`src/rtl/modulo_contador_rolhas_duzias_pkg.sv`:
```
// Shared constants for the sealing-line stages: FSM encoding and parameter defaults.
// Pure declarations, no logic, no latency.
// No flow control; imported by the counter and by the edge detector.
package modulo_contador_rolhas_duzias_pkg;

  // Box-handling states: counting bottles, exchanging the box, out of corks
  typedef enum logic [1:0] {
    CONTA = 2'd0,
    TROCA = 2'd1,
    VAZIO = 2'd2
  } estado_t;

  localparam int STOCK_MAX_DEF    = 99;
  localparam int RELOAD_QTY_DEF   = 15;
  localparam int LOW_THRESH_DEF   = 5;
  localparam int TROCA_CYCLES_DEF = 4;

  localparam int GARRAFAS_ULTIMA  = 11;  // last bottle index of a dozen box
  localparam int DUZIAS_MAX       = 99;  // box counter saturates here

  // Clamp an 8-bit intermediate to a ceiling before it reaches a register
  function automatic logic [7:0] sat8(input logic [7:0] v, input logic [7:0] lim);
    return (v > lim) ? lim : v;
  endfunction

endpackage

```
`src/rtl/modulo_detector_borda.sv`:
```
// Rising-edge detector for the seal command level.
// Pulse is combinational from d against a one-cycle history register.
// No backpressure; history updates every cycle so edges are never deferred.
module modulo_detector_borda
  import modulo_contador_rolhas_duzias_pkg::*;
(
  input  logic clk,
  input  logic rst,
  input  logic d,
  output logic pulso
);

  logic prev;

  // Previous-cycle sample of d, cleared on reset
  always_ff @(posedge clk) begin
    if (!rst) prev <= 1'b0;
    else      prev <= d;
  end

  assign pulso = d & ~prev;

endmodule

```
`src/rtl/modulo_contador_rolhas_duzias.sv`:
```
// Cork stock / bottle / dozen-box counter with box-exchange FSM.
// Counts update one cycle after a seal edge; status outputs decode registered state.
// enable low freezes everything; eb tells the upstream FSM to hold the conveyor.
module modulo_contador_rolhas_duzias
  import modulo_contador_rolhas_duzias_pkg::*;
#(
  parameter int STOCK_MAX    = STOCK_MAX_DEF,
  parameter int RELOAD_QTY   = RELOAD_QTY_DEF,
  parameter int LOW_THRESH   = LOW_THRESH_DEF,
  parameter int TROCA_CYCLES = TROCA_CYCLES_DEF
) (
  input  logic       clk,
  input  logic       rst,
  input  logic       enable,
  input  logic       ve,
  input  logic       add_rolha,
  output logic       ro,
  output logic       eb,
  output logic       troca_caixa,
  output logic       estoque_baixo,
  output logic       erro,
  output logic [3:0] garrafas,
  output logic [6:0] rolhas,
  output logic [6:0] duzias
);

  estado_t    estado;
  logic [7:0] troca_cnt;
  logic       pulso;
  logic       aceita;
  logic       rejeita;
  logic       fecha_caixa;
  logic [7:0] rolhas_soma;
  logic [7:0] rolhas_nx;

  modulo_detector_borda u_borda (
    .clk   (clk),
    .rst   (rst),
    .d     (ve),
    .pulso (pulso)
  );

  // Seal acceptance and next cork stock; seals during an exchange are dropped silently
  always_comb begin
    aceita      = 1'b0;
    rejeita     = 1'b0;
    fecha_caixa = 1'b0;
    rolhas_soma = 8'd0;
    rolhas_nx   = 8'd0;
    if (enable && pulso && estado != TROCA) begin
      aceita  = (rolhas != 7'd0);
      rejeita = (rolhas == 7'd0);
    end
    fecha_caixa = aceita && (garrafas == 4'(GARRAFAS_ULTIMA));
    rolhas_soma = {1'b0, rolhas} - (aceita ? 8'd1 : 8'd0)
                + (add_rolha ? 8'(RELOAD_QTY) : 8'd0);
    rolhas_nx   = sat8(rolhas_soma, 8'(STOCK_MAX));
  end

  // Counters, sticky error and box-exchange FSM
  always_ff @(posedge clk) begin
    if (!rst) begin
      garrafas  <= 4'd0;
      duzias    <= 7'd0;
      rolhas    <= 7'(STOCK_MAX);
      erro      <= 1'b0;
      estado    <= CONTA;
      troca_cnt <= 8'd0;
    end else if (enable) begin
      rolhas <= rolhas_nx[6:0];
      if (aceita) begin
        garrafas <= fecha_caixa ? 4'd0 : garrafas + 4'd1;
        if (fecha_caixa && duzias != 7'(DUZIAS_MAX)) duzias <= duzias + 7'd1;
      end
      if (rejeita) erro <= 1'b1;
      case (estado)
        TROCA: begin
          if (troca_cnt == 8'(TROCA_CYCLES - 1)) begin
            troca_cnt <= 8'd0;
            estado    <= (rolhas_nx == 8'd0) ? VAZIO : CONTA;
          end else begin
            troca_cnt <= troca_cnt + 8'd1;
          end
        end
        default: begin
          // VAZIO waits for a registered non-zero stock before resuming
          if (estado == VAZIO && rolhas == 7'd0) estado <= VAZIO;
          else if (fecha_caixa) begin
            estado    <= TROCA;
            troca_cnt <= 8'd0;
          end
          else if (rolhas_nx == 8'd0) estado <= VAZIO;
          else                        estado <= CONTA;
        end
      endcase
    end
  end

  // Status decodes of registered state only
  always_comb begin
    ro            = (rolhas != 7'd0);
    eb            = (estado != CONTA);
    troca_caixa   = (estado == TROCA);
    estoque_baixo = ({1'b0, rolhas} <= 8'(LOW_THRESH));
  end

endmodule

```
`config.mk`:
```
export PLATFORM = sky130hd
export DESIGN_NAME = modulo_contador_rolhas_duzias
export DESIGN_NICKNAME = d
export VERILOG_FILES = /design/src/rtl/modulo_contador_rolhas_duzias_pkg.sv /design/src/rtl/modulo_detector_borda.sv /design/src/rtl/modulo_contador_rolhas_duzias.sv
export SDC_FILE = /design/constraint.sdc
export NUM_CORES = 1
export LEC_CHECK = 0
export CORE_AREA = 5 5 62 78
export CTS_CLUSTER_DIAMETER = 120
export DETAILED_ROUTE_END_ITERATION = 16
export DIE_AREA = 0 0 67 83
export PLACE_DENSITY = 0.76
export SETUP_SLACK_MARGIN = 0.5
export SLEW_MARGIN = 20
export SYNTH_ARGS = -nofsm -noshare
export SYNTH_HDL_FRONTEND = slang
export SYNTH_SLANG_ARGS = --single-unit
```
`constraint.sdc`:
```
create_clock -name clk -period 3.17 [get_ports clk]
set_input_delay 0.4755 -clock clk [delete_from_list [all_inputs] [get_ports clk]]
set_output_delay 0.4755 -clock clk [all_outputs]
set_load 0.1 [all_outputs]
```
==> results by group, run 1 <==
Run status
  • Outcome: completed

Detailed routing
  • Average wire per cell in the routed design: between 10 and 15 um
  • Routed met2 length: between 2000 and 3000 um
  • Vias after detailed routing: about 1900
  • Top Metal Used: met4
  • Metal-1 WL: between 2000 and 2500 um
  • Total Wirelength: between 4000 and 5000 um
  • Routed wl met3: 201 um
  • Violation count after the first detailed-routing iteration: around 120
  • Number of DRC violations after detailed routing: 0
  • Post-DR vias/cell: between 5 and 6
  • Antenna violation net count after detailed routing: 0
  • First-pass DRT Iterations: 4

Hold path
  • Classification of the worst-slack hold path: flip-flop to flip-flop
  • Hold-critical path depth: 2
  • Hold Crit Start: estado[1]
  • Hold Crit Endpoint: estado[1]

Setup path
  • Critical Path Sink Type: flip-flop
  • Number of cell instances on the worst register-to-register path: 17
  • Endpoint of the worst register-to-register path: rolhas[6]
  • Path type of the worst setup path: flip-flop to flip-flop
  • Worst reg2reg path startpoint: rolhas[4]
  • Req. time, crit path: 3.32 ns
  • Endpoint arrival time on the critical path: 2.93 ns
  • Maximum net fanout on the critical path: 4
  • Register-to-register path setup slack: roughly 0.4 ns
  • Launching element type of the critical path: flip-flop

Layout
  • Post-Layout Cell Count: 346
  • Final nets: 310
  • Most frequent cells in the layout: buf_4, nor2_1, dfxtp_1
  • Number of antenna diodes: 0
  • Filler instances: around 340
  • Post-route cell area: ~0.0027 mm^2
  • Final Util: between 60% and 70%
  • Relative area change from synthesis to final layout: 44.4%
  • Leading cell type in the layout, fill and taps excluded: buf_4
  • Total area of multi-input combinational cells: ~0.0014 mm^2
  • Sequential cell area: 614 um^2
  • Share of post-route cells with drive strength above 1: 39.0%

Clocking
  • Number of clock buffers inserted by TritonCTS: 5
  • Clock latency reported for the late side of the worst-skew pair: roughly 0.29 ns
  • H-tree levels: 2
  • Clock tree sinks: 30
  • Cell at the root of the clock tree: clkbuf_8
  • TritonCTS clock tree: done
  • CTS max path bufs: 2
  • Clock slew at reported path FFs: 0.06 ns

Job
  • Count of maximum capacitance violations: 0

Synthesis
  • Proportion of register bits with asynchronous set or reset after synthesis: 0%
  • Count of flip-flops with a built-in enable after synthesis: 0
  • Distinct cells, synth: 50
  • Seq cells post-synth: 30
  • Top flip-flop cell by instance count after synthesis: dfxtp_1
  • Syn_nets: 247
  • Summed instance area of the synthesized netlist: approximately 0.0019 mm^2
  • Synthesized instance count: 226
  • Number of warnings reported in the yosys synthesis log: 0
  • Sequential area share after synthesis: 31.6%
  • Avg Cell Area, Syn: 8.42 um^2

Pwr
  • Power share of the clock group: 16.4%
  • Power per unit of standard cell area: approximately 880 mW/mm^2
  • Combinational cell fraction of total power: ~64%
  • Sequential Power Share: ~20%
  • Net Sw Power: about 1.1 mW
  • Total power consumption of the routed design: 2.42 mW
  • Leakage power summed over all cells: about 1.2 nW
  • Worst supply voltage drop on vdd: around 670 uV
  • Internal Pwr Total: approximately 1.4 mW
  • Proportion of total power due to net switching: 43.4%

Floorplanning
  • Total die area: between 0.005 and 0.006 mm^2
  • Floorplan die width: ~67 um
  • Number of standard-cell rows in the floorplan: 26
  • Area of the core: about 0.004 mm^2
  • Effective utilization at floorplan: between 40% and 50%
  • Die Y-Extent: just over 80 um
  • Ports placed on the boundary: 28

Timing
  • Highest clock rate: 361 MHz
  • Final setup violating endpoints: 0
  • Slew at the pin with the worst max-slew slack: roughly 0.96 ns
  • Slew margin rel.: approximately 36%
  • Final Cycle Share: 87.5%
  • Period minus WS final: about 2.8 ns
  • Final Max Slew Viols: 0
  • Number of hold-slack violations in the final timing report: 0
  • Setup repair after global routing missed its margin: yes
  • Setup clock skew after layout: a little over 0.007 ns

Global route
  • Maximum number of pins on one net before global-route repair: 15
  • Overall track demand over capacity in global routing: between 10% and 20%
  • Initial antenna violation count: 0
  • Global-route wire length before repair: between 8000 and 9000 um
  • Vias in the first global route: 1843
  • Residual overflow from global routing: 0

Place
  • Cell area reported after detailed placement: ~0.0024 mm^2
  • GPL Wtd Cong: about 0.87
  • Number of cells after detailed placement: 320
  • Number of buffers added on ports: 27
  • DPL Wire Length: around 3500 um
-- worst max-delay path by stage --
stage          startpoint        end
6_report        rolhas[4]  rolhas[6]
5_1_grt         rolhas[5]  rolhas[6]
4_1_cts         rolhas[5]  rolhas[1]
3_5_place_dp       enable  rolhas[0]
3_3_place_gp       enable  rolhas[3]
2_1_floorplan   rolhas[4]  rolhas[3]
-- area by class of cell --
class | count | area share (%)
Sequential cell | 30 | 22.3
Clock buffer | 7 | 3.14
Inverter | 24 | 3.46
Clock inverter | 1 | 1.09
Tap cell | 56 | 2.55
Multi-Input combinational cell | 168 | 50.6
Timing Repair Buffer | 60 | 16.8
-- cell usage after synthesis, types with 4 or more instances --
master / n / area (um^2)
nand2_1: 14 / 52.6
a21oi_1: 6 / 30.0
inv_1: 23 / 86.3
o21ai_1: 5 / 25.0
o21ai_0: 4 / 20.0
xor2_1: 12 / 105
dfxtp_1: 30 / 601
nand3_1: 4 / 20.0
nor3_1: 7 / 35.0
nor2_1: 30 / 113
nand4_1: 11 / 68.8
ha_1: 15 / 188
-- layer usage --
metal  GRT usage [%]  up-vias
li1                -      920
met1            20.5      887
met2            32.8       42
met3            3.51       10
met4            7.93        0
met5               0        -
-- power by group through the flow --
stage | registers, mW | logic [mW] | clock network, mW
floorplan | 0.706 | 0.671 | 0
global placement | 0.487 | 1.19 | 0
detailed placement | 0.487 | 1.21 | 0
CTS | 0.476 | 1.41 | 0.404
global route | 0.483 | 1.64 | 0.426
finish | 0.479 | 1.54 | 0.397
-- worst max-delay path, stage by stage, from the launching register on --
cell      delay [ns]
dfxtp_4         0.36
inv_4           0.04
ha_4            0.14
nor2b_4         0.12
and2_4          0.16
nor2_4          0.10
nand2_4         0.08
nand2_4         0.07
ha_4            0.15
inv_2           0.04
fa_2            0.38
nor2b_4         0.19
buf_4           0.15
o311ai_4        0.09
o211ai_4        0.14
buf_6           0.14
nor4b_2         0.18
o21ai_1         0.10
-- registers in the layout (all words and copies together) (netlist names) --
name / cells
u_borda.prev: 1
erro: 1
garrafas: 4
estado: 2
troca_cnt: 8
rolhas: 7
duzias: 7
-- per-stage QoR --
stage               hold WS [ns]  worst slack (ns)  TNS, ns
global route               0.488             0.294        0
global placement           0.453           -0.0334  -0.0792
finish                     0.464             0.396        0
floorplan                  0.439             0.151        0
CTS                        0.468             0.424        0
detailed placement         0.459           -0.0802   -0.316
-- repair_timing --
action,in CTS,in global routing
endpoints found under the setup margin,8,8
gates cloned,0,0
pin swaps,15,12
buffers inserted,12,6
hold buffers,0,0
gates resized for setup,22,9
-- cell families (layout without fill, tap and decap cells) --
family                   Yosys count  count (layout)  synth area share (%)
AND/OR/NAND/NOR                   96              96                  27.1
AO/OA/AOI/OAI                     37              37                  14.9
flip-flops                        30              30                  31.6
buffers and inverters             28              92                  5.65
adder cells (fa/ha/maj)           16              16                  10.9
XOR/XNOR                          16              16                  8.35
multiplexers                       3               3                  1.58
Power figures use the tool's default switching activity.
==> inputs of run 2 (changes only) <==
PLACE_DENSITY = default   (was 0.76)
PLACE_DENSITY_LB_ADDON = 0.3   (was default)
==> run 2 against run 1 <==
Compared with the run above:
- first-iteration DRC count decreased by 24%
- non-clock buffer count decreased by 7
- sequential share of layout area increased by 1.2 points
- cell area decreased by 5.1%
- count of clock-buffer cells in the layout increased by 1
- sequential power decreased by 2%
- critical path depth decreased by 4
- die area unchanged
- routed wire length decreased by 8.6%
- critical endpoint is now rolhas[3]
- largest power group unchanged
==> results by group, run 2 (synthesis gave the netlist of run 1 again) <==
Timing
  • Final Max Slew Viols: 0 (unchanged)
  • Slew at the pin with the worst max-slew slack: 0.961 ns (was 0.960 ns)
  • Setup repair after global routing missed its margin: yes (unchanged)
  • Slew margin rel.: 35.7% (was 35.8%)
  • Number of hold-slack violations in the final timing report: 0 (unchanged)
  • Total Negative Setup Slacks: 0 ns (unchanged)
  • Setup clock skew after layout: 0.00175 ns (was 0.00723 ns)
  • Minimum setup slack in the final design: 0.387 ns (was 0.396 ns)
  • Final Cycle Share: 87.8% (was 87.5%)
  • Period minus WS final: 2.78 ns (was 2.77 ns)
  • Highest clock rate: 359 MHz (was 361 MHz)
  • Final setup violating endpoints: 0 (unchanged)

Job
  • Count of maximum capacitance violations: 0 (unchanged)

Layout
  • Number of antenna diodes: 0 (unchanged)
  • Leading cell type in the layout, fill and taps excluded: buf_4 (unchanged)
  • Leading registers by flop count: troca_cnt x8, duzias x7, rolhas x7 (unchanged)
  • Register name with the most flops: troca_cnt (unchanged)
  • Most frequent cells in the layout: buf_4, nor2_1, dfxtp_1 (unchanged)
  • Post-Layout Cell Count: 339 (was 346)
  • Total area of multi-input combinational cells: 0.00134 mm^2 (was 0.00139 mm^2)
  • Filler instances: 361 (was 335)
  • Post-route cell area: 0.00261 mm^2 (was 0.00275 mm^2)
  • Sequential cell area: 614 um^2 (unchanged)
  • Final nets: 303 (was 310)
  • Share of post-route cells with drive strength above 1: 34.3% (was 39.0%)
  • Max reg flops: 8 (unchanged)
  • Relative area change from synthesis to final layout: 37.1% (was 44.4%)

Detailed routing
  • Average wire per cell in the routed design: 13.4 um (was 14.4 um)
  • Antenna violation net count after detailed routing: 0 (unchanged)
  • Post-DR vias/cell: 5.29 (was 5.37)
  • First-pass DRT Iterations: 4 (unchanged)
  • Vias after detailed routing: 1792 (was 1859)
  • Total Wirelength: 4550 um (was 4980 um)
  • Number of DRC violations after detailed routing: 0 (unchanged)
  • Violation count after the first detailed-routing iteration: 91 (was 119)

Floorplanning
  • Area of the core: 0.00400 mm^2 (unchanged)
  • Effective utilization at floorplan: 47.6% (unchanged)
  • Die Y-Extent: 83 um (unchanged)
  • Ports placed on the boundary: 28 (unchanged)
  • Number of standard-cell rows in the floorplan: 26 (unchanged)
  • Floorplan die width: 67 um (unchanged)
  • Total die area: 0.00556 mm^2 (unchanged)

Pwr
  • Combinational cell fraction of total power: 65.0% (was 63.8%)
  • Leakage power summed over all cells: 1.14 nW (was 1.20 nW)
  • Net Sw Power: 970 uW (was 1.05 mW)
  • Power per unit of standard cell area: 829 mW/mm^2 (was 880 mW/mm^2)
  • Worst supply voltage drop on vdd: 492 uV (was 668 uV)
  • Proportion of total power due to net switching: 44.9% (was 43.4%)
  • Internal Pwr Total: 1.19 mW (was 1.37 mW)
  • Sequential Power Share: 21.8% (was 19.8%)
  • Power share of the clock group: 13.2% (was 16.4%)

Place
  • Number of buffers added on ports: 27 (unchanged)
  • Worst slack after detailed placement: -0.109 ns (was -0.0802 ns)
  • GPL Wtd Cong: 0.857 (was 0.870)
  • Number of cells after detailed placement: 322 (was 320)
  • DPL Wire Length: 3350 um (was 3480 um)
  • Cell area reported after detailed placement: 0.00237 mm^2 (was 0.00235 mm^2)

Global route
  • Initial antenna violation count: 0 (unchanged)
  • Maximum number of pins on one net before global-route repair: 15 (unchanged)
  • Overall track demand over capacity in global routing: 17.4% (was 18.5%)
  • Global-route wire length before repair: 7690 um (was 8080 um)
  • Vias in the first global route: 1734 (was 1843)
  • Residual overflow from global routing: 0 (unchanged)

Clocking
  • Clock slew at reported path FFs: 0.06 ns (about the same)
  • H-tree levels: 2 (unchanged)
  • TritonCTS clock tree: done (unchanged)
  • Clock latency reported for the late side of the worst-skew pair: 0.27 ns (was 0.29 ns)
  • Cell at the root of the clock tree: clkbuf_8 (unchanged)
  • Clock tree sinks: 30 (unchanged)
  • Number of clock buffers inserted by TritonCTS: 5 (unchanged)
  • CTS max path bufs: 2 (unchanged)

Setup path
  • Endpoint of the worst register-to-register path: rolhas[3] (was rolhas[6])
  • Req. time, crit path: 3.34 ns (was 3.32 ns)
  • Maximum net fanout on the critical path: 4 (unchanged)
  • Worst reg2reg path startpoint: rolhas[4] (unchanged)
  • Number of cell instances on the worst register-to-register path: 13 (was 17)
  • Launching element type of the critical path: flip-flop (unchanged)
  • Critical Path Sink Type: flip-flop (unchanged)
  • Endpoint arrival time on the critical path: 2.95 ns (was 2.93 ns)
  • Register-to-register path setup slack: 0.39 ns (was 0.40 ns)
  • Path type of the worst setup path: flip-flop to flip-flop (unchanged)

Hold path
  • Hold Crit Start: estado[1] (unchanged)
  • Classification of the worst-slack hold path: flip-flop to flip-flop (unchanged)
  • Hold-critical path depth: 2 (unchanged)
  • Hold Crit Endpoint: estado[1] (unchanged)

Run status
  • Outcome: completed (unchanged)
==> run 2: area by class of cell <==
type	instances	share of cell area, %
flip-flops and latches	30	23.5
multi-input cells	168	51.4
well taps	56	2.69
inverters	24	3.74
repair buffers	53	15.6
clock buffers	8	3.07
==> run 2: worst max path at each step <==
stage	startpoint	end	slack [ns]	depth (start not counted)
6_report	rolhas[4]	rolhas[3]	0.39	13
5_1_grt	rolhas[5]	rolhas[3]	0.31	13
4_1_cts	rolhas[4]	rolhas[3]	0.41	15
3_5_place_dp	enable	rolhas[3]	-0.11	14
3_3_place_gp	enable	rolhas[3]	-0.04	14
2_1_floorplan	rolhas[4]	rolhas[3]	0.15	15
==> run 2: through the flow <==
step | hold WS [ns] | util, % | total power [mW]
final | 0.460 | 65.2 | 2.16
after global routing | 0.491 | 65.2 | 2.28
after CTS | 0.464 | 64.9 | 2.15
after detailed placement | 0.456 | 59.2 | 1.71
after global placement | 0.451 | 59.2 | 1.71
after floorplan | 0.439 | - | 1.38
==> run 2: what timing repair did <==
| item | in CTS | in global routing |
|---|---|---|
| hold buffers | 0 | 0 |
| endpoints found under the setup margin | 8 | 8 |
| setup buffers | 9 | 0 |
| resized for setup | 19 | 3 |
| pin swaps | 18 | 3 |
| gates cloned | 0 | 0 |
==> run 2: routing by layer <==
metal,routed length (um),vias up,share of wire (%),GRT usage [%]
li1,-,907,-,-
met1,1900,831,42,20.3
met2,2330,43,51,29.5
met3,186,11,4.1,3.24
met4,140,0,3.1,8.30
met5,0,-,0,0
==> run 2: worst max-delay path, stage by stage, from the launching register on <==
cell      delay [ns]
dfxtp_4         0.37
inv_4           0.04
ha_4            0.14
nor2b_4         0.12
and2_4          0.14
nor2_4          0.11
nand2_4         0.08
ha_4            0.22
a211oi_4        0.30
nor4b_2         0.08
or4_4           0.47
xnor2_4         0.18
o211a_4         0.16
a32o_2          0.26
==> run 2: power groups by stage <==
stage | Sequential [mW] | Clock (mW) | Combinational (mW)
2_1_floorplan | 0.706 | 0 | 0.671
3_3_place_gp | 0.484 | 0 | 1.22
3_5_place_dp | 0.483 | 0 | 1.23
4_1_cts | 0.471 | 0.295 | 1.38
5_1_grt | 0.478 | 0.309 | 1.50
6_report | 0.471 | 0.286 | 1.40
